--- src/rtl/fmpad_pkg.sv ---
// Shared sizing helpers for the feature-map padding stage and its position counter.
package fmpad_pkg;

    typedef struct packed {
        int unsigned cf;
        int unsigned out_w;
        int unsigned out_h;
        int unsigned fold_bits;
        int unsigned x_bits;
        int unsigned y_bits;
    } fmpad_dims_t;

    // A counter over n values needs at least one bit even when n is 1.
    function automatic int unsigned cnt_bits(input int unsigned n);
        return (n <= 1) ? 1 : $clog2(n);
    endfunction

    function automatic bit channels_ok(input int unsigned num_channels, input int unsigned simd);
        return (simd != 0) && ((num_channels % simd) == 0);
    endfunction

    function automatic fmpad_dims_t fmpad_dims(
        input int unsigned num_channels,
        input int unsigned simd,
        input int unsigned in_h,
        input int unsigned in_w,
        input int unsigned pad_top,
        input int unsigned pad_bottom,
        input int unsigned pad_left,
        input int unsigned pad_right
    );
        fmpad_dims_t d;
        d.cf        = num_channels / simd;
        d.out_w     = in_w + pad_left + pad_right;
        d.out_h     = in_h + pad_top + pad_bottom;
        d.fold_bits = cnt_bits(d.cf);
        d.x_bits    = cnt_bits(d.out_w);
        d.y_bits    = cnt_bits(d.out_h);
        return d;
    endfunction

endpackage

--- src/rtl/fmpad_pos_counter.sv ---
// Fold/X/Y nested position counter for pixel-major, fold-minor streams; flags the
// interior window so a stage knows when a beat comes from its input.
module fmpad_pos_counter
    import fmpad_pkg::*;
#(
    parameter int unsigned CF       = 16,
    parameter int unsigned OUT_W    = 14,
    parameter int unsigned OUT_H    = 14,
    parameter int unsigned INNER_X0 = 1,
    parameter int unsigned INNER_X1 = 13,
    parameter int unsigned INNER_Y0 = 1,
    parameter int unsigned INNER_Y1 = 13
) (
    input  logic clk,
    input  logic rst,
    input  logic advance,
    output logic interior
);

    localparam int unsigned FOLD_BITS = cnt_bits(CF);
    localparam int unsigned X_BITS    = cnt_bits(OUT_W);
    localparam int unsigned Y_BITS    = cnt_bits(OUT_H);

    logic [FOLD_BITS-1:0] fold;
    logic [X_BITS-1:0]    x;
    logic [Y_BITS-1:0]    y;
    logic                 fold_last;
    logic                 x_last;
    logic                 y_last;
    logic [31:0]          x_w;
    logic [31:0]          y_w;

    assign fold_last = (fold == FOLD_BITS'(CF - 1));
    assign x_last    = (x == X_BITS'(OUT_W - 1));
    assign y_last    = (y == Y_BITS'(OUT_H - 1));

    // Bounds are compared at 32 bits: the exclusive upper edge may not fit the counter width.
    assign x_w      = 32'(x);
    assign y_w      = 32'(y);
    assign interior = (x_w >= INNER_X0) && (x_w < INNER_X1) &&
                      (y_w >= INNER_Y0) && (y_w < INNER_Y1);

    always_ff @(posedge clk) begin
        if (rst) begin
            fold <= '0;
            x    <= '0;
            y    <= '0;
        end else if (advance) begin
            if (fold_last) begin
                fold <= '0;
                if (x_last) begin
                    x <= '0;
                    y <= y_last ? '0 : y + 1'b1;
                end else begin
                    x <= x + 1'b1;
                end
            end else begin
                fold <= fold + 1'b1;
            end
        end
    end

endmodule

--- src/rtl/fm_padding_stream.sv ---
// Streaming zero-padder: wraps each HxWxC frame in pad rows/columns, one fold per beat,
// frames back-to-back. One-beat output register, 1-cycle latency, full throughput.
module fm_padding_stream
    import fmpad_pkg::*;
#(
    parameter int unsigned BIT_WIDTH    = 8,
    parameter int unsigned SIMD         = 1,
    parameter int unsigned NUM_CHANNELS = 16,
    parameter int unsigned IN_H         = 12,
    parameter int unsigned IN_W         = 12,
    parameter int unsigned PAD_TOP      = 1,
    parameter int unsigned PAD_BOTTOM   = 1,
    parameter int unsigned PAD_LEFT     = 1,
    parameter int unsigned PAD_RIGHT    = 1
) (
    input  logic                      ap_clk,
    input  logic                      ap_rst,
    input  logic                      in0_V_V_TVALID,
    output logic                      in0_V_V_TREADY,
    input  logic [BIT_WIDTH*SIMD-1:0] in0_V_V_TDATA,
    output logic                      out_V_V_TVALID,
    input  logic                      out_V_V_TREADY,
    output logic [BIT_WIDTH*SIMD-1:0] out_V_V_TDATA
);

    localparam fmpad_dims_t DIMS = fmpad_dims(NUM_CHANNELS, SIMD, IN_H, IN_W,
                                              PAD_TOP, PAD_BOTTOM, PAD_LEFT, PAD_RIGHT);

    if (!channels_ok(NUM_CHANNELS, SIMD)) begin : g_bad_fold
        $error("fm_padding_stream: NUM_CHANNELS must be a multiple of SIMD");
    end

    logic                      out_valid;
    logic [BIT_WIDTH*SIMD-1:0] out_data;
    logic                      load;
    logic                      interior;
    logic                      advance;

    fmpad_pos_counter #(
        .CF       (DIMS.cf),
        .OUT_W    (DIMS.out_w),
        .OUT_H    (DIMS.out_h),
        .INNER_X0 (PAD_LEFT),
        .INNER_X1 (PAD_LEFT + IN_W),
        .INNER_Y0 (PAD_TOP),
        .INNER_Y1 (PAD_TOP + IN_H)
    ) u_pos (
        .clk      (ap_clk),
        .rst      (ap_rst),
        .advance  (advance),
        .interior (interior)
    );

    // Handshake: a beat moves on either side only when VALID and READY are both high at the
    // clock edge; the output register refills whenever it is empty or being drained.
    assign load           = !out_valid || out_V_V_TREADY;
    assign in0_V_V_TREADY = !ap_rst && interior && load;
    assign advance        = load && (!interior || in0_V_V_TVALID);

    always_ff @(posedge ap_clk) begin
        if (ap_rst) begin
            out_valid <= 1'b0;
            out_data  <= '0;
        end else if (load) begin
            if (interior) begin
                // With no input the position holds and the register goes empty until data arrives.
                out_valid <= in0_V_V_TVALID;
                if (in0_V_V_TVALID) begin
                    out_data <= in0_V_V_TDATA;
                end
            end else begin
                out_valid <= 1'b1;
                out_data  <= '0;
            end
        end
    end

    assign out_V_V_TVALID = out_valid;
    assign out_V_V_TDATA  = out_data;

endmodule
--- config.mk ---
export PLATFORM = sky130hd
export DESIGN_NAME = fm_padding_stream
export DESIGN_NICKNAME = d
export VERILOG_FILES = /design/src/rtl/fmpad_pkg.sv /design/src/rtl/fmpad_pos_counter.sv /design/src/rtl/fm_padding_stream.sv
export SDC_FILE = /design/constraint.sdc
export NUM_CORES = 1
export LEC_CHECK = 0
export CORE_MARGIN = 8
export CORE_UTILIZATION = 25
export DETAILED_ROUTE_END_ITERATION = 6
export GPL_ROUTABILITY_DRIVEN = 0
export PLACE_DENSITY_LB_ADDON = 0.3
export SYNTH_ARGS = -nofsm -noshare
export SYNTH_HDL_FRONTEND = slang
export SYNTH_SLANG_ARGS = --single-unit
--- constraint.sdc ---
create_clock -name ap_clk -period 2.2 [get_ports ap_clk]
set_input_delay 0.55 -clock ap_clk [delete_from_list [all_inputs] [get_ports ap_clk]]
set_output_delay 0.55 -clock ap_clk [all_outputs]
set_load 0.05 [all_outputs]
Yosys cells after proc, flatten, opt, wreduce, memory -nomap -nowiden
Cells that the tools add are included.

storage, ports and cells
  logic and storage cells = 36
  output and inout bits = 10
  bits in registers = 21
  input bits = 12

cells by class
  muxes and demuxes = 6
  order comparisons = 4
  add/subtract/negate cells = 3
  equality and inequality tests = 4
  reduce and logical (&&, ||, !) cells = 14

operators by type and width
  operator             number
  $mux 8               2
  $add 4x1->4 const B  3
  $eq 4x4->1 const B   3
  $mux 4               3
  $ge 4x1->1 const B   2
  $lt 4x4->1 const B   2
  $logic_and 1x1->1    6
  $reduce_and 2->1     2
  $logic_not 1->1      3
  $reduce_and 3->1     1
  $logic_or 1x1->1     2
  $ne 2x2->1 const B   1
  $mux 1               1

Longest topological paths before layout
  depth in word-level cells = 8
  depth in mapped cells = 6
  mapped depth without buffers = 5

Modules after synthesis
Synthesis repeated with hierarchy kept, for this count alone.

second synthesis, totals
  cell total of the unflattened synthesis = 121
  area, all modules = 1104.8 µm²

by module, submodules not included
  module             cells each  area each (µm²)  instances  seq. area each (µm²)
  fmpad_pos_counter  76          638.1            1          240.2
  fm_padding_stream  45          466.7            1          180.2

Worst setup path before layout
No wires, ideal clock.

  path kind = input to output
  start point = in ap_rst
  end point = out in0_V_V_TREADY
  path buffers = 2
  stages = 3
  arrival time = 2.066 ns
  required time = 1.650 ns
  path slack = -0.416 ns
  cells stage by stage = clkbuf_1 clkbuf_1 nor3_1

on the way
  word-level cells in the longest chain between the ends = 3

ends and longest elaborated chain
  element                          RTL line                 source
  start, declared                  fm_padding_stream.sv:17  input logic ap_rst,
  $logic_not 1->1                  fm_padding_stream.sv:57  assign in0_V_V_TREADY = !ap_rst && interior && load;
  $logic_and 1x1->1 (2 in series)  fm_padding_stream.sv:57
  end, declared                    fm_padding_stream.sv:19  output logic in0_V_V_TREADY,

No other way between the ends.

Worst setup path in the final report
  start point = reg u_pos.y[1]
  end point = out in0_V_V_TREADY

on the way
  word-level cells in the longest chain between the ends = 5
  elaborated cells on any way between the ends = 6
  those cells by class = 2 x order compare; 4 x reduce/logical

ends and longest elaborated chain
  element                            RTL line                 source
  start, declared                    fmpad_pos_counter.sv:26  logic [Y_BITS-1:0] y;
  start signal, assigned             fmpad_pos_counter.sv:53  y <= y_last ? '0 : y + 1'b1;
  $ge 4x1->1                         fmpad_pos_counter.sv:41  (y_w >= INNER_Y0) && (y_w < INNER_Y1);
  $logic_and 1x1->1                  fmpad_pos_counter.sv:40  assign interior = (x_w >= INNER_X0) && (x_w < INNER_X1) &&
  $logic_and 1x1->1 *                fmpad_pos_counter.sv:41
  $logic_and 1x1->1 * (2 in series)  fm_padding_stream.sv:57

Every way passes the cells marked *; elsewhere a longest branch is shown, timed or not.

==> results by group <==
Status
  • Outcome: finished clean

Global routing
  • GR Util met3: 3.20%
  • Vias in the first global route: 1030
  • Largest net degree at the start of global routing: 15
  • Global-route wire length before repair: 4680 µm
  • Met1 usage: 10.0%
  • Initial antenna violation count: 0
  • Busiest grt layer: met2
  • Total track usage: 9.07%
  • Met2 global-route usage: 15.7%
  • Gr ovfl total: 0

Power and ir drop
  • Power share of the combinational group: 10.7%
  • Reg power frac: 54.2%
  • Switching power: 0.174 mW
  • VDD IR max: 227 µV
  • PwrDens: 511 nW/µm²
  • Int Pwr: about 0.55 mW
  • Total power: 0.725 mW
  • Clock share of power: 35.1%
  • Sw Share: 24.0%
  • P_leak: 0.468 nW

Floorplan
  • Die W: 80.8 µm
  • Row count: 23
  • Core area: between 4000 and 5000 µm²
  • IO Pins: 22
  • Starting density of the core: a little over a quarter
  • Die area: 6520 µm²
  • Die Y: approximately 81 µm

Critical path
  • Worst EP required: 1650 ps
  • R2r worst-path depth: 4
  • Critical Path End Type: output port
  • Crit path DAT: about 1600 ps
  • Crit-path max FO: 7
  • Critical Path Start Type: register
  • Crit Path Class: register to output port

Clock tree
  • Clk sinks: 21
  • Clock transition at path regs: 80 ps
  • Clock Tree Buf Depth: 2
  • Clock Tree Root: clkbuf_8
  • CTS tree: yes
  • H-tree depth: 1
  • Clock Latency Late Sink: around 270 ps
  • CTS Buf Count: 3

Timing
  • Min Clock Period, post-route: approximately 2100 ps
  • Slew headroom: 47.5%
  • Crit share post-route: 97.4%
  • Max-slew violation count: 0
  • Layout Skew: 9.74 ps
  • Fin. Hold Viols: 0
  • F_max: 467 MHz
  • Post-route worst setup slack: roughly 57 ps
  • # setup viols final: 0
  • Least-Margin Pin Slew: 780 ps

Detailed routing
  • DRC: 0
  • Post-DRT Antenna Nets: 0
  • Via count: 965
  • WL/cell: ~15 µm
  • Detailed-route vias per instance: between 5 and 6
  • Final WL: 2760 µm
  • DR pass1 iterations: 4
  • DRT iter0 DRCs: 33

Synth
  • Yosys reg bits: 21
  • Top FF cell, synth: dfxtp_1
  • Syn avg cell area: 9.80 µm²
  • Compound-Gate Fraction of Synth Area: 27.4%
  • Post-synth EDFFs: 0
  • Distinct cells, synth: 41
  • Synth Area in XOR/XNOR: less than 1%
  • Simple-gate share of the synthesized area: 21.0%
  • Post-Syn Instances: 107
  • Post-synthesis async set-or-reset flop share: 0%
  • Synth Warn #: 0
  • Sequential-to-total area share from yosys stat: 40.1%
  • Largest family of logic cells by synthesized area: compound AO/OA/AOI/OAI gates
  • Synth Cell Area: 1050 µm²
  • Mux cell area share after synthesis: 4.06%
  • Synth Area in Adders: 1.19%
  • Synthesized net count: 120

Placed design
  • Dpl cells: about 180
  • DP HPWL: 2070 µm
  • Port bufs: 21
  • Placed cell area: 1360 µm²
  • Pre-CTS WS: -10.2 ps

Final layout
  • Net count, final: 147
  • Fill cell count: between 400 and 500
  • Non-filler cells, final: 183
  • Layout area overhead: 35.3%
  • Util after Layout: between 30% and 40%
  • Share of cells above drive strength 1: 18.8%
  • Final instance area: 1420 µm²
  • N_diodes: 0

Min path
  • Hold Path Depth: 1
  • Worst hold path type: register to register

Run
  • Max-cap violation count: 0
## cell usage after synthesis, drive strengths merged (3+ instances only)
cell type / instances / area (µm²)
a211o: 3 / 26.3
o21ai: 6 / 33.8
nor3: 4 / 20.0
clkbuf: 3 / 11.3
nor2: 4 / 15.0
inv: 7 / 26.3
a21oi: 5 / 25.0
and4: 3 / 28.8
nand2: 8 / 30.0
a32o: 8 / 80.1
dfxtp: 21 / 420
o211ai: 3 / 22.5
## metal layers
| layer | share of wire [%] | vias to the layer above |
|---|---|---|
| li1 | - | 471 |
| met1 | 43 | 465 |
| met2 | 49 | 24 |
| met3 | 6.0 | 5 |
| met4 | 1.1 | 0 |
| met5 | 0 | - |
## worst max-delay path, cell delays in order, from the launching register on
cell	delay, ps
dfxtp_1	380
or4_4	560
nand4_4	180
nor3_4	60
buf_12	150
## power by group through the flow
stage	registers, mW	logic [mW]	clock network, mW
6_report	0.393	0.0779	0.254
3_5_place_dp	0.402	0.0776	0
2_1_floorplan	0.404	0.0363	0
5_1_grt	0.394	0.0848	0.280
3_3_place_gp	0.402	0.0759	0
4_1_cts	0.393	0.0782	0.266
## sequential cells by signal, indices dropped and copies added (netlist names)
register	cells
u_pos.x	4
u_pos.fold	4
u_pos.y	4
out_V_V_TVALID	1
out_V_V_TDATA	8
## cell families after synthesis
| logic type | after synthesis |
|---|---|
| fa+ha+maj | 1 |
| simple gates | 35 |
| buf+inv | 12 |
| xor+xnor | 1 |
| flops | 21 |
| mux | 4 |
| compound gates | 33 |
## path summary, 6_finish.rpt
kind         slack, ps                       endpoint                          start
max                 60                 in0_V_V_TREADY        u_pos.y[1]$_SDFFE_PP0P_
min                500  out_V_V_TDATA[4]$_SDFFE_PP0P_  out_V_V_TDATA[4]$_SDFFE_PP0P_
max reg2reg        280     u_pos.fold[0]$_SDFFE_PP0P_        u_pos.y[1]$_SDFFE_PP0P_
min reg2reg        500  out_V_V_TDATA[4]$_SDFFE_PP0P_  out_V_V_TDATA[4]$_SDFFE_PP0P_
## placed cells by master, fill, tap and decap left out, types with 2 or more instances in the layout
| cell | instances |
|---|---|
| dfxtp_1 | 19 |
| clkdlybuf4s50_1 | 20 |
| and4_1 | 2 |
| nor3_1 | 3 |
| dfxtp_2 | 2 |
| a211o_1 | 3 |
| nor2_1 | 4 |
| or4_4 | 2 |
| nor2b_1 | 2 |
| inv_1 | 7 |
| nand4b_1 | 2 |
| mux2i_1 | 2 |
| a32o_1 | 8 |
| a21oi_1 | 5 |
| o311ai_0 | 2 |
| o21ai_0 | 5 |
| nand3_1 | 2 |
| nand2_1 | 8 |
| o211ai_1 | 3 |
| buf_4 | 6 |
| clkbuf_8 | 3 |
## per-stage QoR
step	setup TNS, ps	hold slack [ps]
CTS	0	504
floorplan	0	468
global route	-0.446	520
global placement	-9.91	482
detailed placement	-38.6	485
finish	0	499
## final cells by class
class	count	area, µm²	share of cell area (%)
clock buffers	3	41.3	2.91
clock inverters	1	5.00	0.353
inverters	7	26.3	1.85
multi-input cells	74	596	42.0
flip-flops and latches	21	423	29.8
well taps	50	62.6	4.41
repair buffers	27	265	18.7
## timing repair
action,CTS,global route
buffers inserted,0,0
hold buffers,0,0
resized for setup,2,2
pin swaps,0,1
endpoints found under the setup margin,1,1
gates cloned,0,0
hold endpoints to repair,0,0
Note: power is estimated with default switching activity, not from simulation.
